--- config.mk ---
export PLATFORM = sky130hd
export DESIGN_NAME = fsm_trace_capture_flat
export DESIGN_NICKNAME = d
export VERILOG_FILES = /design/src/rtl/fsm_trace_pkg.sv /design/src/rtl/fsm_trace_capture_if.sv /design/src/rtl/trace_fifo.sv /design/src/rtl/fsm_trace_capture.sv /design/src/flat_wrapper.sv
export SDC_FILE = /design/constraint.sdc
export NUM_CORES = 1
export LEC_CHECK = 0
export BUFFER_PORTS_ARGS = -buffer_cell sky130_fd_sc_hd__buf_2
export CAP_MARGIN = 30
export CELL_PAD_IN_SITES_DETAIL_PLACEMENT = 1
export CELL_PAD_IN_SITES_GLOBAL_PLACEMENT = 1
export CORE_MARGIN = 2
export CORE_UTILIZATION = 47
export DETAILED_ROUTE_END_ITERATION = 8
export PLACE_DENSITY_LB_ADDON = 0.1
export SYNTH_ARGS = -nofsm -noshare
export SYNTH_HDL_FRONTEND = slang
export SYNTH_SLANG_ARGS = --single-unit
--- constraint.sdc ---
create_clock -name clk -period 5.15 [get_ports clk]
set_input_delay 0.2575 -clock clk [delete_from_list [all_inputs] [get_ports clk]]
set_output_delay 0.2575 -clock clk [all_outputs]
set_load 0.02 [all_outputs]
--- src/rtl/fsm_trace_pkg.sv ---
// fsm_trace_pkg: state encodings, trace entry layout {state, out, gap} and entry width helper.
package fsm_trace_pkg;
    typedef enum logic [1:0] {S0 = 2'b00, S1 = 2'b01, S2 = 2'b10, S3 = 2'b11} state_e;
    localparam int GAP_LSB = 0;
    function automatic int out_pos(input int ts_w);
        return ts_w;
    endfunction
    function automatic int state_lsb(input int ts_w);
        return ts_w + 1;
    endfunction
    function automatic int entry_w(input int ts_w);
        return ts_w + 3;
    endfunction
endpackage

--- src/rtl/fsm_trace_capture_if.sv ---
// fsm_trace_capture_if: valid/ready read port carrying trace entries out of the capture block.
interface fsm_trace_capture_if
    import fsm_trace_pkg::*;
#(
    parameter int TS_W = 16
);
    logic                      rd_valid;
    logic                      rd_ready;
    logic [entry_w(TS_W)-1:0]  rd_data;
    modport master(output rd_valid, output rd_data, input rd_ready);
    modport slave(input rd_valid, input rd_data, output rd_ready);
endinterface

--- src/rtl/trace_fifo.sv ---
// trace_fifo: pointer + count synchronous FIFO; a write when full is taken only alongside a read.
module trace_fifo #(
    parameter int W     = 8,
    parameter int DEPTH = 8
) (
    input  logic         clk,
    input  logic         rst,
    input  logic         flush_i,
    input  logic         wr_i,
    input  logic [W-1:0] wr_data_i,
    input  logic         rd_i,
    output logic         rd_valid_o,
    output logic [W-1:0] rd_data_o,
    output logic         full_o
);
    localparam int AW = $clog2(DEPTH);
    logic [W-1:0]  mem_q [DEPTH];
    logic [AW-1:0] wptr_q, rptr_q;
    logic [AW:0]   cnt_q;
    logic          do_rd, do_wr;
    always_comb begin
        rd_valid_o = cnt_q != '0;
        full_o     = cnt_q == (AW+1)'(DEPTH);
        do_rd      = rd_i && rd_valid_o;
        do_wr      = wr_i && (!full_o || do_rd);
        rd_data_o  = mem_q[rptr_q];
    end
    always_ff @(posedge clk or posedge rst) begin
        if (rst) begin
            for (int i = 0; i < DEPTH; i++) mem_q[i] <= '0;
            wptr_q <= '0;
            rptr_q <= '0;
            cnt_q  <= '0;
        end else if (flush_i) begin
            wptr_q <= '0;
            rptr_q <= '0;
            cnt_q  <= '0;
        end else begin
            if (do_wr) begin
                mem_q[wptr_q] <= wr_data_i;
                wptr_q        <= wptr_q + 1'b1;
            end
            if (do_rd) rptr_q <= rptr_q + 1'b1;
            cnt_q <= cnt_q + (AW+1)'(do_wr) - (AW+1)'(do_rd);
        end
    end
endmodule

--- src/rtl/fsm_trace_capture.sv ---
// fsm_trace_capture: records every change of the FSM {state, out} pair with its cycle gap into a FIFO.
// Define FSM_TRACE_SEQ_CHECK_EN to build the sticky illegal-transition checker behind seq_err.
module fsm_trace_capture
    import fsm_trace_pkg::*;
#(
    parameter int DEPTH = 8,
    parameter int TS_W  = 16,
    parameter int CNT_W = 16
) (
    input  logic                 clk,
    input  logic                 rst,
    input  logic [1:0]           state_in,
    input  logic                 out_in,
    input  logic                 clr,
    fsm_trace_capture_if.master  rd,
    output logic                 overflow,
    output logic [CNT_W-1:0]     event_count,
    output logic                 seq_err
);
    localparam int EW     = entry_w(TS_W);
    localparam int ST_LSB = state_lsb(TS_W);
    localparam int OUT_B  = out_pos(TS_W);
    logic [2:0]       prev_q;
    logic [TS_W-1:0]  gap_q, gap_d, gap_inc;
    logic [CNT_W-1:0] cnt_q, cnt_d;
    logic             ovf_q, ovf_d;
    logic             ev, push, pop, full;
    logic [EW-1:0]    entry;
    always_comb begin
        ev      = {state_in, out_in} != prev_q;
        gap_inc = &gap_q ? gap_q : gap_q + 1'b1;
        gap_d   = (clr || ev) ? '0 : gap_inc;
        cnt_d   = clr ? '0 : cnt_q + CNT_W'(ev);
        push    = ev && !clr;
        pop     = rd.rd_valid && rd.rd_ready;
        ovf_d   = !clr && (ovf_q || (push && full && !pop));
        entry   = '0;
        entry[ST_LSB +: 2]     = state_in;
        entry[OUT_B]           = out_in;
        entry[GAP_LSB +: TS_W] = gap_inc;
    end
    always_ff @(posedge clk or posedge rst) begin
        if (rst) begin
            prev_q <= '0;
            gap_q  <= '0;
            cnt_q  <= '0;
            ovf_q  <= 1'b0;
        end else begin
            prev_q <= {state_in, out_in};
            gap_q  <= gap_d;
            cnt_q  <= cnt_d;
            ovf_q  <= ovf_d;
        end
    end
    assign overflow    = ovf_q;
    assign event_count = cnt_q;
    trace_fifo #(.W(EW), .DEPTH(DEPTH)) u_fifo (
        .clk       (clk),
        .rst       (rst),
        .flush_i   (clr),
        .wr_i      (push),
        .wr_data_i (entry),
        .rd_i      (rd.rd_ready),
        .rd_valid_o(rd.rd_valid),
        .rd_data_o (rd.rd_data),
        .full_o    (full)
    );
`ifdef FSM_TRACE_SEQ_CHECK_EN
    // Legal state moves are "stay" or "advance by one, wrapping 3 -> 0".
    logic   seq_q, seq_d;
    state_e exp_s;
    always_comb begin
        exp_s = state_e'(prev_q[2:1] + 2'd1);
        seq_d = !clr && (seq_q || (ev && state_in != prev_q[2:1] && state_in != exp_s));
    end
    always_ff @(posedge clk or posedge rst) begin
        if (rst) seq_q <= 1'b0;
        else     seq_q <= seq_d;
    end
    assign seq_err = seq_q;
`else
    assign seq_err = 1'b0;
`endif
endmodule

--- src/flat_wrapper.sv ---
// flat-port wrapper written by rule: the top's interface ports become plain ports
module fsm_trace_capture_flat import fsm_trace_pkg::*;
#(
    parameter int DEPTH = 8,
    parameter int TS_W  = 16,
    parameter int CNT_W = 16
)
  (clk, rst, state_in, out_in, clr, overflow, event_count, seq_err, rd_rd_valid, rd_rd_data, rd_rd_ready);
  fsm_trace_capture_if #(.TS_W(TS_W)) rd_i ();
  input  logic clk;
  input  logic rst;
  input  logic [1:0] state_in;
  input  logic out_in;
  input  logic clr;
  output logic overflow;
  output logic [CNT_W-1:0] event_count;
  output logic seq_err;
  output wire logic [$bits(rd_i.rd_valid)-1:0] rd_rd_valid;
  output wire logic [$bits(rd_i.rd_data)-1:0] rd_rd_data;
  input wire logic [$bits(rd_i.rd_ready)-1:0] rd_rd_ready;
  assign rd_rd_valid = rd_i.rd_valid;
  assign rd_rd_data = rd_i.rd_data;
  assign rd_i.rd_ready = rd_rd_ready;
  fsm_trace_capture #(.DEPTH(DEPTH), .TS_W(TS_W), .CNT_W(CNT_W)) u_core (.clk(clk), .rst(rst), .state_in(state_in), .out_in(out_in), .clr(clr), .rd(rd_i), .overflow(overflow), .event_count(event_count), .seq_err(seq_err));
endmodule
# Yosys cells after proc, flatten, opt, wreduce, memory -nomap -nowiden
# Index checks and enable logic that the tools add are counted.
word_totals:
  regBits: 198
  in_bits: 7
  out_inout_bits: 38
  word_cells: 61
op_classes:
  n_addsub: 6
  magnitude_cmp: 3
  n_eq_ne: 2
  muxes: 14
  bitwise: 3
  reduce_logical: 18
op_table:
  columns: ["operator", "count"]
  rows:
  - ["bitwise mux 152 bit", 1]
  - ["binary-select mux 19 bit (select 3 bit)", 1]
  - ["demux 19 bit (select 3 bit)", 1]
  - ["2-to-1 mux 19 bit", 3]
  - ["2-to-1 mux 16 bit", 3]
  - ["adder 16 x 1 -> 16 bit", 1]
  - ["adder 16 x 1 -> 16 bit, second input constant", 1]
  - ["AND reduction 16 bit", 1]
  - ["2-to-1 mux 3 bit", 4]
  - ["greater-or-equal comparator 4 bit, second input constant", 2]
  - ["inverter 3 -> 4 bit", 2]
  - ["logical AND 1 bit", 7]
  - ["adder 3 x 1 -> 3 bit, second input constant", 2]
  - ["adder 4 x 1 -> 4 bit", 1]
  - ["== test 4 bit, second input constant", 1]
  - ["less-than comparator 4 x 1 -> 1 bit, second input constant", 1]
  - ["2-to-1 mux 4 bit", 1]
  - ["nonzero test 2 bit", 2]
  - ["nonzero test 4 bit", 1]
  - ["subtractor 4 x 1 -> 4 bit", 1]
  - ["logical NOT 1 bit", 3]
  - ["logical OR 1 bit", 3]
  - ["!= test 3 bit", 1]
  - ["AND reduction 2 bit", 1]
  - ["inverter 1 bit", 1]

# Depth between registers and ports, before layout
# Gate-level depths: netlist (run 1).
logic_depth:
  ltp_word: 7
  mapped_depth: 12
  depth_no_buf: 11

# Cells and area by module
# A second synthesis (run 1) with hierarchy kept.
hier_totals:
  cells_unflattened: 662
  area_unflattened_um2: 9656.8
by_module_without_submodules:
  columns: ["module", "n_inst", "cells_each", "area_per_inst_um2", "seq_area_each_um2"]
  rows:
  - ["trace_fifo", 1, 464, 7752.4, 4053.9]
  - ["fsm_trace_capture", 1, 198, 1904.3, 900.9]

# Least setup slack after synthesis (run 1)
# No wires, ideal clock.
synth_path:
  path_kind: "register -> register"
  startpoint: "reg u_core.u_fifo.cnt_q[2]"
  endpoint: "reg u_core.u_fifo.cnt_q[1]"
  setup_ns: 0.132
  arrival_time_ns: 2.452
  required_ns: 5.018
  setup_slack_ns: 2.567
  stages_incl_launch_ff: 10
  path_buffers: 0
  period_less_slack_ns: 2.583
  cell_sequence: "dfrtp_1 -> inv_1 -> ha_1 -> or3b_1 -> and2_1 -> or4_1 -> nand2_1 -> ha_1 -> fa_1 -> nor2b_1"
synth_between:
  elab_chain_len: 7
  word_cells_on_any_way: 9
  cone_classes: "add/sub: 2; eq/ne: 1; mux: 1; reduce/logical: 5"
synth_lines:
  columns: ["element", "line", "text"]
  rows:
  - ["start, declared", "trace_fifo.sv:19", "logic [AW:0] cnt_q;"]
  - ["start signal, assigned", "trace_fifo.sv:44", "cnt_q <= cnt_q + (AW+1)'(do_wr) - (AW+1)'(do_rd);"]
  - ["nonzero test 4 bit (*)", "trace_fifo.sv:22", "rd_valid_o = cnt_q != '0;"]
  - ["named net rd_rd_valid", "flat_wrapper.sv:18", "output wire logic [$bits(rd_i.rd_valid)-1:0] rd_rd_valid;"]
  - ["logical AND 1 bit (*)", "trace_fifo.sv:24", "do_rd = rd_i && rd_valid_o;"]
  - ["logical OR 1 bit", "trace_fifo.sv:25", "do_wr = wr_i && (!full_o || do_rd);"]
  - ["logical AND 1 bit", "trace_fifo.sv:25", null]
  - ["adder 4 x 1 -> 4 bit", "trace_fifo.sv:44", null]
  - ["subtractor 4 x 1 -> 4 bit (*)", "trace_fifo.sv:44", null]
  - ["2-to-1 mux 4 bit (*)", "trace_fifo.sv:34", "end else if (flush_i) begin"]
# Mark *: on every way through the listed nets, which the timed path passes. The rest lies on a longest branch.
# A chain may end at the register's enable or synchronous reset.

# Final worst setup path (run 1)
layout_path:
  startpoint: "reg u_core.u_fifo.rptr_q[0]"
  endpoint: "out rd_rd_data[15]"
layout_between:
  elab_chain_len: 4
layout_lines:
  columns: ["element", "line", "text"]
  rows:
  - ["start, declared", "trace_fifo.sv:18", "logic [AW-1:0] wptr_q, rptr_q;"]
  - ["start signal, assigned", "trace_fifo.sv:43", "if (do_rd) rptr_q <= rptr_q + 1'b1;"]
  - ["inverter 3 -> 4 bit (not written as such)", "trace_fifo.sv:26", "rd_data_o = mem_q[rptr_q];"]
  - ["binary-select mux 19 bit (select 3 bit)", "trace_fifo.sv:26", null]
  - ["2-to-1 mux 19 bit (not written as such) (2 in a row)", "trace_fifo.sv:26", null]
  - ["end, declared", "flat_wrapper.sv:19", "output wire logic [$bits(rd_i.rd_data)-1:0] rd_rd_data;"]
# No other way between the ends. The select of a mux whose other input is x is not followed.

==> results of run 1 <==
==> logic make-up after synthesis <==
family | count (synthesis) | share of synthesized area [%]
multiplexers | 198 | 27.27
flip-flops | 198 | 50.84
AND/OR/NAND/NOR | 144 | 9.282
AO/OA/AOI/OAI | 81 | 5.713
buffers and inverters | 53 | 3.312
XOR/XNOR | 22 | 2.054
adder cells (fa/ha/maj) | 11 | 1.489
other | 1 | 0.03848
==> sequential cells by signal, indices dropped and copies added (netlist names) <==
name,flops
u_core.gap_q,16
u_core.event_count,16
u_core.overflow,1
u_core.u_fifo.rptr_q,3
u_core.u_fifo.mem_q,152
u_core.u_fifo.cnt_q,4
u_core.prev_q,3
u_core.u_fifo.wptr_q,3
==> per-stage QoR <==
stage	instance area, sq um	utilization [%]	total power, mW	std cells
6_report	10760	53.00	4.222	1018
5_1_grt	10760	53.00	4.451	1018
4_1_cts	10730	52.87	4.257	1017
3_5_place_dp	10090	49.72	2.829	984
3_3_place_gp	10070	49.62	2.783	983
2_1_floorplan	9749	-	2.585	708
==> power groups by stage <==
stage	combinational, mW	clock [mW]	sequential (mW)
6_report	0.941	1.41	1.87
5_1_grt	1.03	1.53	1.90
4_1_cts	0.906	1.45	1.90
3_5_place_dp	0.902	0	1.93
3_3_place_gp	0.871	0	1.91
2_1_floorplan	0.770	0	1.81
==> area by class of cell <==
cell class              instances  area (sq um)
well taps                     270         337.8
clock buffers                  20         466.7
multi-input cells             457          4468
clock inverters                12         161.4
flip-flops and latches        198          4957
fillers                      2006          9540
inverters                       9         37.54
repair buffers                 52         330.3
==> worst max path at each step <==
stage	start	end	slack, ns	depth (start not counted)
final	u_core.u_fifo.rptr_q[0]	rd_rd_data[15]	2.21	5
after global routing	u_core.u_fifo.rptr_q[0]	rd_rd_data[15]	2.07	5
after CTS	u_core.u_fifo.rptr_q[0]	rd_rd_data[4]	1.95	4
after detailed placement	state_in[0]	u_core.event_count[14]	2.34	11
after global placement	u_core.u_fifo.rptr_q[0]	rd_rd_data[15]	2.43	4
after floorplan	rst	u_core.event_count[0]	2.33	1
==> synth_stat cells (2+ instances only) <==
master                     instances
sky130_fd_sc_hd__buf_2            17
sky130_fd_sc_hd__inv_1             8
sky130_fd_sc_hd__o21ai_0          19
sky130_fd_sc_hd__mux4_2           38
sky130_fd_sc_hd__o2111a_1          2
sky130_fd_sc_hd__ha_1             10
sky130_fd_sc_hd__buf_1             5
sky130_fd_sc_hd__nand3_1          12
sky130_fd_sc_hd__and2_1           15
sky130_fd_sc_hd__clkbuf_1          7
sky130_fd_sc_hd__nor2b_1           6
sky130_fd_sc_hd__or3_1             2
sky130_fd_sc_hd__nand2_1          12
sky130_fd_sc_hd__nor3_1           16
sky130_fd_sc_hd__and4_1            2
sky130_fd_sc_hd__mux2_2          155
sky130_fd_sc_hd__or3b_1            2
sky130_fd_sc_hd__a21boi_2          3
sky130_fd_sc_hd__xor2_1            7
sky130_fd_sc_hd__a21boi_1          3
sky130_fd_sc_hd__and3_1            5
sky130_fd_sc_hd__xnor2_1          14
sky130_fd_sc_hd__clkbuf_2          3
sky130_fd_sc_hd__a21oi_1          26
sky130_fd_sc_hd__nand4_1           8
sky130_fd_sc_hd__buf_6             9
sky130_fd_sc_hd__dfrtp_1         198
sky130_fd_sc_hd__and4bb_2          2
sky130_fd_sc_hd__nand2_4           7
sky130_fd_sc_hd__a31oi_1           6
sky130_fd_sc_hd__nor2_1           27
sky130_fd_sc_hd__nor4_1            9
sky130_fd_sc_hd__nand2b_1          5
sky130_fd_sc_hd__o31ai_1           8
sky130_fd_sc_hd__mux2_1            5
==> layer usage <==
layer | up-vias | share of wire (%) | wire, microns
met3 | 21 | 2.1 | 463
met5 | - | 0 | 0
met1 | 3164 | 46 | 10150
met2 | 61 | 51 | 11220
met4 | 0 | 1.3 | 290
li1 | 2687 | - | -
==> impl_metrics.toml, run 1 <==
[cells_and_area]
most-common-layout-cells = "sky130_fd_sc_hd__dfrtp_1 (196), sky130_fd_sc_hd__mux2_2 (155), sky130_fd_sc_hd__buf_2 (43)"
layout_cells_sized_above_1_pct = 41.44
mostFrequentLayoutCell = "sky130_fd_sc_hd__dfrtp_1"
insertedDiodeCount = 0
final_net_count = 753
flow.area_growth_from_synthesis_pct = 10.40

[power_and_ir_drop]
clock_power_share_pct = 33.5
power.share.switching_pct = 29.26
cellPowerDensity_nw_per_um2 = 392.5
p_comb_share_pct = 22.3
cell_internal_pwr_mw = 2.987
part_of_the_power_in_registers_pct = 44.3
netSwitchingPower_mw = 1.236
static_leakage_nw = 4.963
vdd_ir_drop_max_mv = 0.2628

[detailed_routing]
wl_per_cell_microns = 21.73
detail_route.iter0.violations = 268
vias = 5933
drt_pass1_iterations = 4
viasPerCell = 5.828
remaining_drc_errors = 0
route.antenna.remaining_nets = 0
routed_wirelength_microns = 22120

[timing]
worst_pin_slew_ns = 1.008
period_minus_slack_ns = 2.935
setup_viol = 0
maxClockFrequency_ghz = 0.3407
slew_headroom_pct = 32.27
post-route-period-util_pct = 56.99
finalMaxSlewViolations = 0
finalClockSkew_ns = 0.01078
report.final.hold_viol_count = 0
grt_setup_unrepaired = "false"
fin_tns_setup_ns = 0
timing.final.ws_setup_ns = 2.215
finalHoldWorstSlack_ns = 0.03508

[global_route]
use_met2_pct = 36.85
grt_max_degree = 155
global_router_s_overall_resource_usage_pct = 21.73
globalRouteMet1Util_pct = 29.56
globalRouteMet3Util_pct = 3.364
globalRoute.busiestLayer = "met2"
first_global_vias = 6427
overflow = 0
grt_first_pass_wirelength_microns = 36610
grt_antenna_before_repair = 0

[yosys]
library_cell_with_the_largest_summed_area_after_synthesis = "sky130_fd_sc_hd__dfrtp_1"
synthesis.area_sq_um = 9746
synth_enable_flop_cells = 0
ys_async_sr_fraction_pct = 100.0
ys_seq_elements = 198
seq_total_area_yosys_pct = 50.84
ys.warnings.count = 0
syn-mean-instance-area_sq_um = 13.76
yosys_most_used_dff = "sky130_fd_sc_hd__dfrtp_1"
syn_nets = 726
syn-instance-count = 708
synth_top_area_share_pct = 50.84
yosysUniqueCellTypes = 70
synth.area.top_cells = "sky130_fd_sc_hd__dfrtp_1 (51%), sky130_fd_sc_hd__mux2_2 (18%), sky130_fd_sc_hd__mux4_2 (8.8%)"

[worst_setup_path]
reg2reg_setup_slack_ns = 2.25
worst-setup-path-type = "reg -> out"
worstReg2RegEnd = "u_core.u_fifo.cnt_q[1]"
start_kind = "register"
endpoint_kind = "primary output"
critical_path_required_ns = 4.89
worstRegToRegCells = 9
cp_slowest_stage_delay_ns = 0.70
cp_data_arrival_time_ns = 2.68
critical-path-top-delay-family = "multiplexers"
crit_chain = "buf_16 > buf_4 > mux4_2 > mux2_2 > buf_2"
critical_path.reg2reg.startpoint = "u_core.u_fifo.cnt_q[2]"
timing.critical_path.buf_inv = 3
critical_path.max_fanout = 15
slowest_stage = "sky130_fd_sc_hd__dfrtp_2"

[clock_tree]
clockBufferDepth = 2
cts_setup_buffers = 0
clock-root-buffer = "sky130_fd_sc_hd__clkbuf_16"
cts_resized = 0
cts_num_sinks = 198
clock_tree.htree_level_count = 4
clk-insertion-delay-late_ns = 0.43
numCtsBuffers = 17
hold_buffers = 1
cts.clk_slew.worst_paths_ns = 0.07
tritoncts = "done"

[die]
num_io_pins = 45
std_cell_rows = 52
die_y_microns = 148.0
initial_core_util_pct = 48.01
die_area_sq_um = 21900
die_w_microns = 148.0
core_area_sq_um = 20300

[worst_hold_path]
min-delay-start = "state_in[1]"
worstHoldEndpoint = "u_core.prev_q[2]"
min-delay-path-class = "in -> reg"
holdPathStages = 1

[status]
run_status = "finished, final reports clean"

[placement]
pre_cts_ws_ns = 2.341
detailed_place_hpwl_microns = 14060
gp_congestion = 0.7954
numPortBuffers = 43

[run]
max-cap-violations = 0
No activity file was read; power rests on OpenSTA's default activity.
==> run 2, diff against run 1 <==
--- a/config.mk
+++ b/config.mk
@@ -5,12 +5,13 @@
 export SDC_FILE = /design/constraint.sdc
 export NUM_CORES = 1
 export LEC_CHECK = 0
+export ABC_AREA = 1
 export BUFFER_PORTS_ARGS = -buffer_cell sky130_fd_sc_hd__buf_2
 export CAP_MARGIN = 30
 export CELL_PAD_IN_SITES_DETAIL_PLACEMENT = 1
 export CELL_PAD_IN_SITES_GLOBAL_PLACEMENT = 1
 export CORE_MARGIN = 2
-export CORE_UTILIZATION = 47
+export CORE_UTILIZATION = 42
 export DETAILED_ROUTE_END_ITERATION = 8
 export PLACE_DENSITY_LB_ADDON = 0.1
 export SYNTH_ARGS = -nofsm -noshare
==> constraint.sdc (replaced) <==
create_clock -name clk -period 2.55 [get_ports clk]
set_input_delay 0.1275 -clock clk [delete_from_list [all_inputs] [get_ports clk]]
set_output_delay 0.1275 -clock clk [all_outputs]
set_load 0.02 [all_outputs]
==> run 2 against run 1 <==
Sequential share of layout area decreased by 0.54 points. Global-route usage increased by 3.1 points. Non-clock buffer count increased by 22. Critical path depth increased by 2. Total power increased by 99%. Via count increased by 38%. Flip-flop and latch count unchanged. Worst setup slack got worse by 2.1 ns. Final cell count increased by 50%. Wire length increased by 30%.
==> impl_metrics.toml, run 2 <==
[yosys]
seq_total_area_yosys_pct = 50.76
yosys_most_used_dff = "sky130_fd_sc_hd__dfrtp_1"
ys_seq_elements = 198
synth_top_area_share_pct = 50.76
yosysUniqueCellTypes = 37
synth_enable_flop_cells = 0
syn_nets = 1213
syn-instance-count = 1195
ys.warnings.count = 0
ys_async_sr_fraction_pct = 100.0
synthesis.area_sq_um = 9762
synth.area.top_cells = "sky130_fd_sc_hd__dfrtp_1 (51%), sky130_fd_sc_hd__nand2_1 (19%), sky130_fd_sc_hd__o21ai_0 (4.9%)"
library_cell_with_the_largest_summed_area_after_synthesis = "sky130_fd_sc_hd__dfrtp_1"
synth.cells.most_frequent = "sky130_fd_sc_hd__nand2_1 (495), sky130_fd_sc_hd__dfrtp_1 (198), sky130_fd_sc_hd__nor2_1 (96), sky130_fd_sc_hd__o21ai_0 (95), sky130_fd_sc_hd__inv_1 (58)"
post-synth-top-count-cell = "sky130_fd_sc_hd__nand2_1"
syn-mean-instance-area_sq_um = 8.169

[detailed_routing]
routed_wirelength_microns = 28660
remaining_drc_errors = 0
detail_route.iter0.violations = 461
route.antenna.remaining_nets = 0
vias = 8200
wl_per_cell_microns = 18.74
viasPerCell = 5.363
drt_pass1_iterations = 5

[timing]
post-route-period-util_pct = 93.69
finalMaxSlewViolations = 0
finalClockSkew_ns = 0.008885
grt_setup_unrepaired = "false"
maxClockFrequency_ghz = 0.4186
slew_headroom_pct = 59.37
setup_viol = 0
report.final.hold_viol_count = 0
fin_tns_setup_ns = 0
period_minus_slack_ns = 2.389
worst_pin_slew_ns = 0.6094

[placement]
numPortBuffers = 43
placed_cells = 1495
detailed_place_hpwl_microns = 17970
gp_congestion = 0.7766

[cells_and_area]
layout_cells_sized_above_1_pct = 11.09
flip_flop_count_of_the_largest_register_after_layout = 152
finalNonFillerCells = 1529
area.sequential_sq_um = 4960
flow.area_growth_from_synthesis_pct = 11.57
insertedDiodeCount = 0
most-common-layout-cells = "sky130_fd_sc_hd__nand2_1 (495), sky130_fd_sc_hd__dfrtp_1 (196), sky130_fd_sc_hd__nor2_1 (96)"
fillerInstances = 2787
largest-register = "u_core.u_fifo.mem_q"
multi_input_comb_area_sq_um = 4273
mostFrequentLayoutCell = "sky130_fd_sc_hd__nand2_1"
final_net_count = 1251

[worst_setup_path]
endpoint_kind = "primary output"
cp_slowest_stage_delay_ns = 0.67
critical_path_required_ns = 2.42
crit_chain = "inv_1 > buf_4 > nor2_1 > o22ai_1 > nand2_1 > nand2_1 > buf_2"
cp_data_arrival_time_ns = 2.26
slowest_stage = "sky130_fd_sc_hd__dfrtp_4"
start_kind = "register"
cpMostUsedCell = "sky130_fd_sc_hd__nand2_1"
critical_path.max_fanout = 27
worst-setup-path-type = "reg -> out"

[global_route]
grt_first_pass_wirelength_microns = 46840
globalRouteMet1Util_pct = 34.73
global_router_s_overall_resource_usage_pct = 24.86
globalRoute.busiestLayer = "met2"
use_met2_pct = 41.26
globalRouteMet3Util_pct = 3.323
overflow = 0
grt_max_degree = 75
grt_antenna_before_repair = 1
first_global_vias = 8443

[clock_tree]
clock_tree.htree_level_count = 4
clk-insertion-delay-late_ns = 0.44
cts_resized = 0
cts.clk_slew.worst_paths_ns = 0.07
cts_num_sinks = 198
hold_buffers = 4
numCtsBuffers = 17
clock-root-buffer = "sky130_fd_sc_hd__clkbuf_16"
tritoncts = "done"
clockBufferDepth = 2
cts_setup_buffers = 0

[status]
run_status = "finished, final reports clean"

[power_and_ir_drop]
vdd_ir_drop_max_mv = 0.3489
cellPowerDensity_nw_per_um2 = 770.1
static_leakage_nw = 5.566

[die]
die_area_sq_um = 24480
std_cell_rows = 55
die_w_microns = 156.5
core_area_sq_um = 22710
num_io_pins = 45
initial_core_util_pct = 42.99
die_y_microns = 156.5

[run]
max-cap-violations = 0

[worst_hold_path]
min-delay-path-class = "in -> reg"
run 2: worst paths after layout:
path                                               from                        to  slack, ns  cells after the start
worst min-delay path                        rd_rd_ready   u_core.u_fifo.rptr_q[0]       0.04                      3
max in group asynchronous                           rst   u_core.u_fifo.rptr_q[1]       1.62                      4
worst max register to register   u_core.u_fifo.cnt_q[2]    u_core.u_fifo.cnt_q[2]       0.38                     13
worst min register to register  u_core.u_fifo.mem_q[31]   u_core.u_fifo.mem_q[31]       0.48                      2
worst max-delay path            u_core.u_fifo.rptr_q[0]            rd_rd_data[14]       0.16                      7
min in group asynchronous                           rst  u_core.u_fifo.mem_q[111]       0.20                      3
run 2: cell type report:
| cell class | instances | area share [%] |
|---|---|---|
| Sequential cell | 198 | 45.54 |
| Timing Repair Buffer | 74 | 4.664 |
| Inverter | 63 | 2.206 |
| Multi-Input combinational cell | 879 | 39.23 |
| Clock buffer | 20 | 4.193 |
| Tap cell | 285 | 3.274 |
| Clock inverter | 10 | 0.8960 |
run 2: logic make-up (layout without fill, tap and decap cells):
kind of cell | Yosys count | count (layout) | synth area share [%]
and+or+nand+nor | 661 | 661 | 28.75
buffers and inverters | 118 | 167 | 5.473
muxes | 38 | 38 | 3.896
adders and majority gates | 11 | 11 | 1.487
AOI/OAI and AO/OA | 159 | 159 | 8.793
DFF | 198 | 198 | 50.76
xor gates and xnor gates | 9 | 9 | 0.8075
other | 1 | 1 | 0.03841
run 2: critical path, delay by kind of cell, from the launching register on:
kind | cells | cell delay (ns)
AND/OR/NAND/NOR | 3 | 0.31
buffers and inverters | 3 | 0.65
flip-flops | 1 | 0.67
AO/OA/AOI/OAI | 1 | 0.19
run 2: metrics by stage:
step / area [sq um] / util (%) / hold WS [ns] / power, mW / worst slack (ns)
global route: 10890 / 47.96 / 0.06035 / 8.840 / 0.09365
global placement: 10300 / 45.34 / 0.1112 / 5.767 / 0.4468
detailed placement: 10300 / 45.34 / 0.1169 / 5.817 / 0.3824
finish: 10890 / 47.96 / 0.03898 / 8.388 / 0.1609
CTS: 10890 / 47.96 / 0.03340 / 8.459 / 0.1492
floorplan: 9766 / - / 0.1589 / 5.163 / -0.1379
run 2: metal layers:
| metal | vias to the layer above | part of all wire, % |
|---|---|---|
| met4 | 0 | 1.3 |
| met2 | 113 | 48 |
| li1 | 3913 | - |
| met3 | 24 | 3.3 |
| met1 | 4150 | 48 |
| met5 | - | 0 |
run 2: report_power, final:
group          internal, mW  switching, mW
Sequential             3.43          0.235
Clock                  1.40           1.24
Combinational         0.669           1.42
Total                  5.50           2.89
==> run 3, diff against run 2 <==
--- a/config.mk
+++ b/config.mk
@@ -11,9 +11,9 @@
 export CELL_PAD_IN_SITES_DETAIL_PLACEMENT = 1
 export CELL_PAD_IN_SITES_GLOBAL_PLACEMENT = 1
 export CORE_MARGIN = 2
-export CORE_UTILIZATION = 42
+export CORE_UTILIZATION = 50
 export DETAILED_ROUTE_END_ITERATION = 8
-export PLACE_DENSITY_LB_ADDON = 0.1
+export PLACE_DENSITY = 0.89
 export SYNTH_ARGS = -nofsm -noshare
 export SYNTH_HDL_FRONTEND = slang
 export SYNTH_SLANG_ARGS = --single-unit
==> constraint.sdc (replaced) <==
create_clock -name clk -period 3.1 [get_ports clk]
set_input_delay 0.155 -clock clk [delete_from_list [all_inputs] [get_ports clk]]
set_output_delay 0.155 -clock clk [all_outputs]
set_load 0.02 [all_outputs]
==> run 3 against run 2 <==
Critical path depth did not move. Total power fell by 16%. Global-route usage rose by 6.2 points. Utilization rose by 7.9 points. Non-clock buffer count fell by 12. Clock power fell by 14%. Die area fell by 16%. Clock skew rose by 0.0026 ns. Hold slack improved by 0.026 ns. Via count rose by 5.7%. Register-to-register slack improved by 0.35 ns. Wire length rose by 7.8%. Largest cell class unchanged.
==> impl_metrics.toml, run 3 (synthesis results as in run 2) <==
[timing]
finalClockSkew_ns = 0.01151
period_minus_slack_ns = 2.547
report.final.hold_viol_count = 0
fin_tns_setup_ns = 0
finalMaxSlewViolations = 0
slew_headroom_pct = 36.43
worst_pin_slew_ns = 0.9524
post-route-period-util_pct = 82.16
setup_viol = 0
maxClockFrequency_ghz = 0.3926
grt_setup_unrepaired = "false"

[cells_and_area]
flow.area_growth_from_synthesis_pct = 10.68
flip_flop_count_of_the_largest_register_after_layout = 152
fillerInstances = 2360
final_net_count = 1239
mostFrequentLayoutCell = "sky130_fd_sc_hd__nand2_1"
insertedDiodeCount = 0
largest-register = "u_core.u_fifo.mem_q"
final_util_pct = 55.88
layout_cells_sized_above_1_pct = 10.38
most-common-layout-cells = "sky130_fd_sc_hd__nand2_1 (495), sky130_fd_sc_hd__dfrtp_1 (196), sky130_fd_sc_hd__nor2_1 (96)"

[worst_setup_path]
endpoint_kind = "primary output"
cpMostUsedCell = "sky130_fd_sc_hd__nand2_1"
cp_data_arrival_time_ns = 2.39
start_kind = "register"
crit_chain = "inv_1 > buf_4 > nor2_1 > o22ai_1 > nand2_1 > nand2_1 > buf_2"
critical_path.reg2reg.startpoint = "u_core.gap_q[0]"
critical_path_required_ns = 2.94
worstReg2RegEnd = "u_core.u_fifo.mem_q[71]"
slowest_stage = "sky130_fd_sc_hd__dfrtp_2"
worst-setup-path-type = "reg -> out"
reg2reg_setup_slack_ns = 0.73
worstRegToRegCells = 7
cp_slowest_stage_delay_ns = 0.43
critical_path.max_fanout = 18

[global_route]
globalRouteMet3Util_pct = 5.665
globalRoute.busiestLayer = "met2"
overflow = 0
first_global_vias = 9308
globalRouteMet1Util_pct = 38.03
grt_max_degree = 97
grt_first_pass_wirelength_microns = 49070
global_router_s_overall_resource_usage_pct = 31.09
grt_antenna_before_repair = 0
use_met2_pct = 54.04

[detailed_routing]
remaining_drc_errors = 0
wl_per_cell_microns = 20.62
routed_wirelength_microns = 30890
detail_route.iter0.violations = 535
drt_pass1_iterations = 4
vias = 8666
viasPerCell = 5.785
route.antenna.remaining_nets = 0

[clock_tree]
tritoncts = "done"
clk-insertion-delay-late_ns = 0.45
clockBufferDepth = 2
cts.clk_slew.worst_paths_ns = 0.07
clock-root-buffer = "sky130_fd_sc_hd__clkbuf_16"
cts_num_sinks = 198
numCtsBuffers = 17
cts_setup_buffers = 0
clock_tree.htree_level_count = 4

[worst_hold_path]
worstHoldEndpoint = "u_core.u_fifo.rptr_q[0]"
min-delay-path-class = "in -> reg"
min-delay-start = "rd_rd_ready"
holdPathStages = 3

[placement]
numPortBuffers = 43
gp_congestion = 0.8157
detailed_place_hpwl_microns = 18060

[die]
core_area_sq_um = 19330
std_cell_rows = 51
initial_core_util_pct = 50.49
die_area_sq_um = 20660
die_y_microns = 143.7
num_io_pins = 45
die_w_microns = 143.7

[power_and_ir_drop]
vdd_ir_drop_max_mv = 0.4137
static_leakage_nw = 5.529
cellPowerDensity_nw_per_um2 = 654.8

[status]
run_status = "finished, final reports clean"

[run]
max-cap-violations = 0
==> run 3: cell type report <==
| class | count | area, sq um | share of cell area [%] |
|---|---|---|---|
| sequential | 198 | 4957 | 45.88 |
| multi-input combinational | 879 | 4273 | 39.55 |
| clock buffer | 18 | 439.2 | 4.065 |
| timing repair buffer | 62 | 417.9 | 3.868 |
| tap | 265 | 331.6 | 3.069 |
| inverter | 63 | 240.2 | 2.224 |
| clock inverter | 13 | 145.1 | 1.343 |
==> run 3: how the worst max path moves through the flow <==
stage / startpoint / to / slack (ns) / cells past startpoint
global route: state_in[1] / u_core.u_fifo.cnt_q[3] / 0.53 / 15
floorplan: rst / u_core.event_count[0] / 0.38 / 1
detailed placement: u_core.u_fifo.cnt_q[2] / u_core.u_fifo.cnt_q[2] / 0.86 / 13
finish: u_core.u_fifo.rptr_q[0] / rd_rd_data[10] / 0.55 / 7
global placement: u_core.u_fifo.cnt_q[2] / u_core.u_fifo.cnt_q[2] / 1.03 / 13
CTS: u_core.u_fifo.rptr_q[0] / rd_rd_data[10] / 0.64 / 7
==> run 3: repair_timing <==
action | CTS | global route
endpoints found under the hold margin | 190 | 0
resized for setup | 0 | 0
hold buffers | 4 | 0
==> run 3: per-stage QoR <==
| stage | cell area, sq um | cells | setup WS, ns | power, mW | hold slack (ns) |
|---|---|---|---|---|---|
| after floorplan | 9766 | 1195 | 0.3846 | 4.247 | 0.1864 |
| final | 10800 | 1498 | 0.5531 | 7.074 | 0.06488 |
| after global routing | 10800 | 1498 | 0.5305 | 7.371 | 0.07724 |
| after global placement | 10180 | 1463 | 1.027 | 4.691 | 0.3034 |
| after CTS | 10800 | 1498 | 0.6361 | 7.080 | 0.06046 |
| after detailed placement | 10180 | 1463 | 0.8579 | 4.793 | 0.3022 |
==> run 3: worst max-delay path, delay by kind of cell, from the launching register on <==
kind                   cells  cell delay [ns]
AND/OR/NAND/NOR            3             0.34
buffers and inverters      3             0.88
flip-flops                 1             0.43
AO/OA/AOI/OAI              1             0.28
==> run 3: layer usage <==
metal | wire, microns | vias up
met2 | 15480 | 274
met1 | 12780 | 4419
met3 | 1541 | 90
met5 | 0 | -
li1 | - | 3883
met4 | 1089 | 0
==> run 3: where the power goes <==
| part | total, mW | internal, mW | switching, mW |
|---|---|---|---|
| Clock | 2.26 | 1.22 | 1.04 |
| Combinational | 1.80 | 0.550 | 1.25 |
| Sequential | 3.01 | 2.82 | 0.191 |
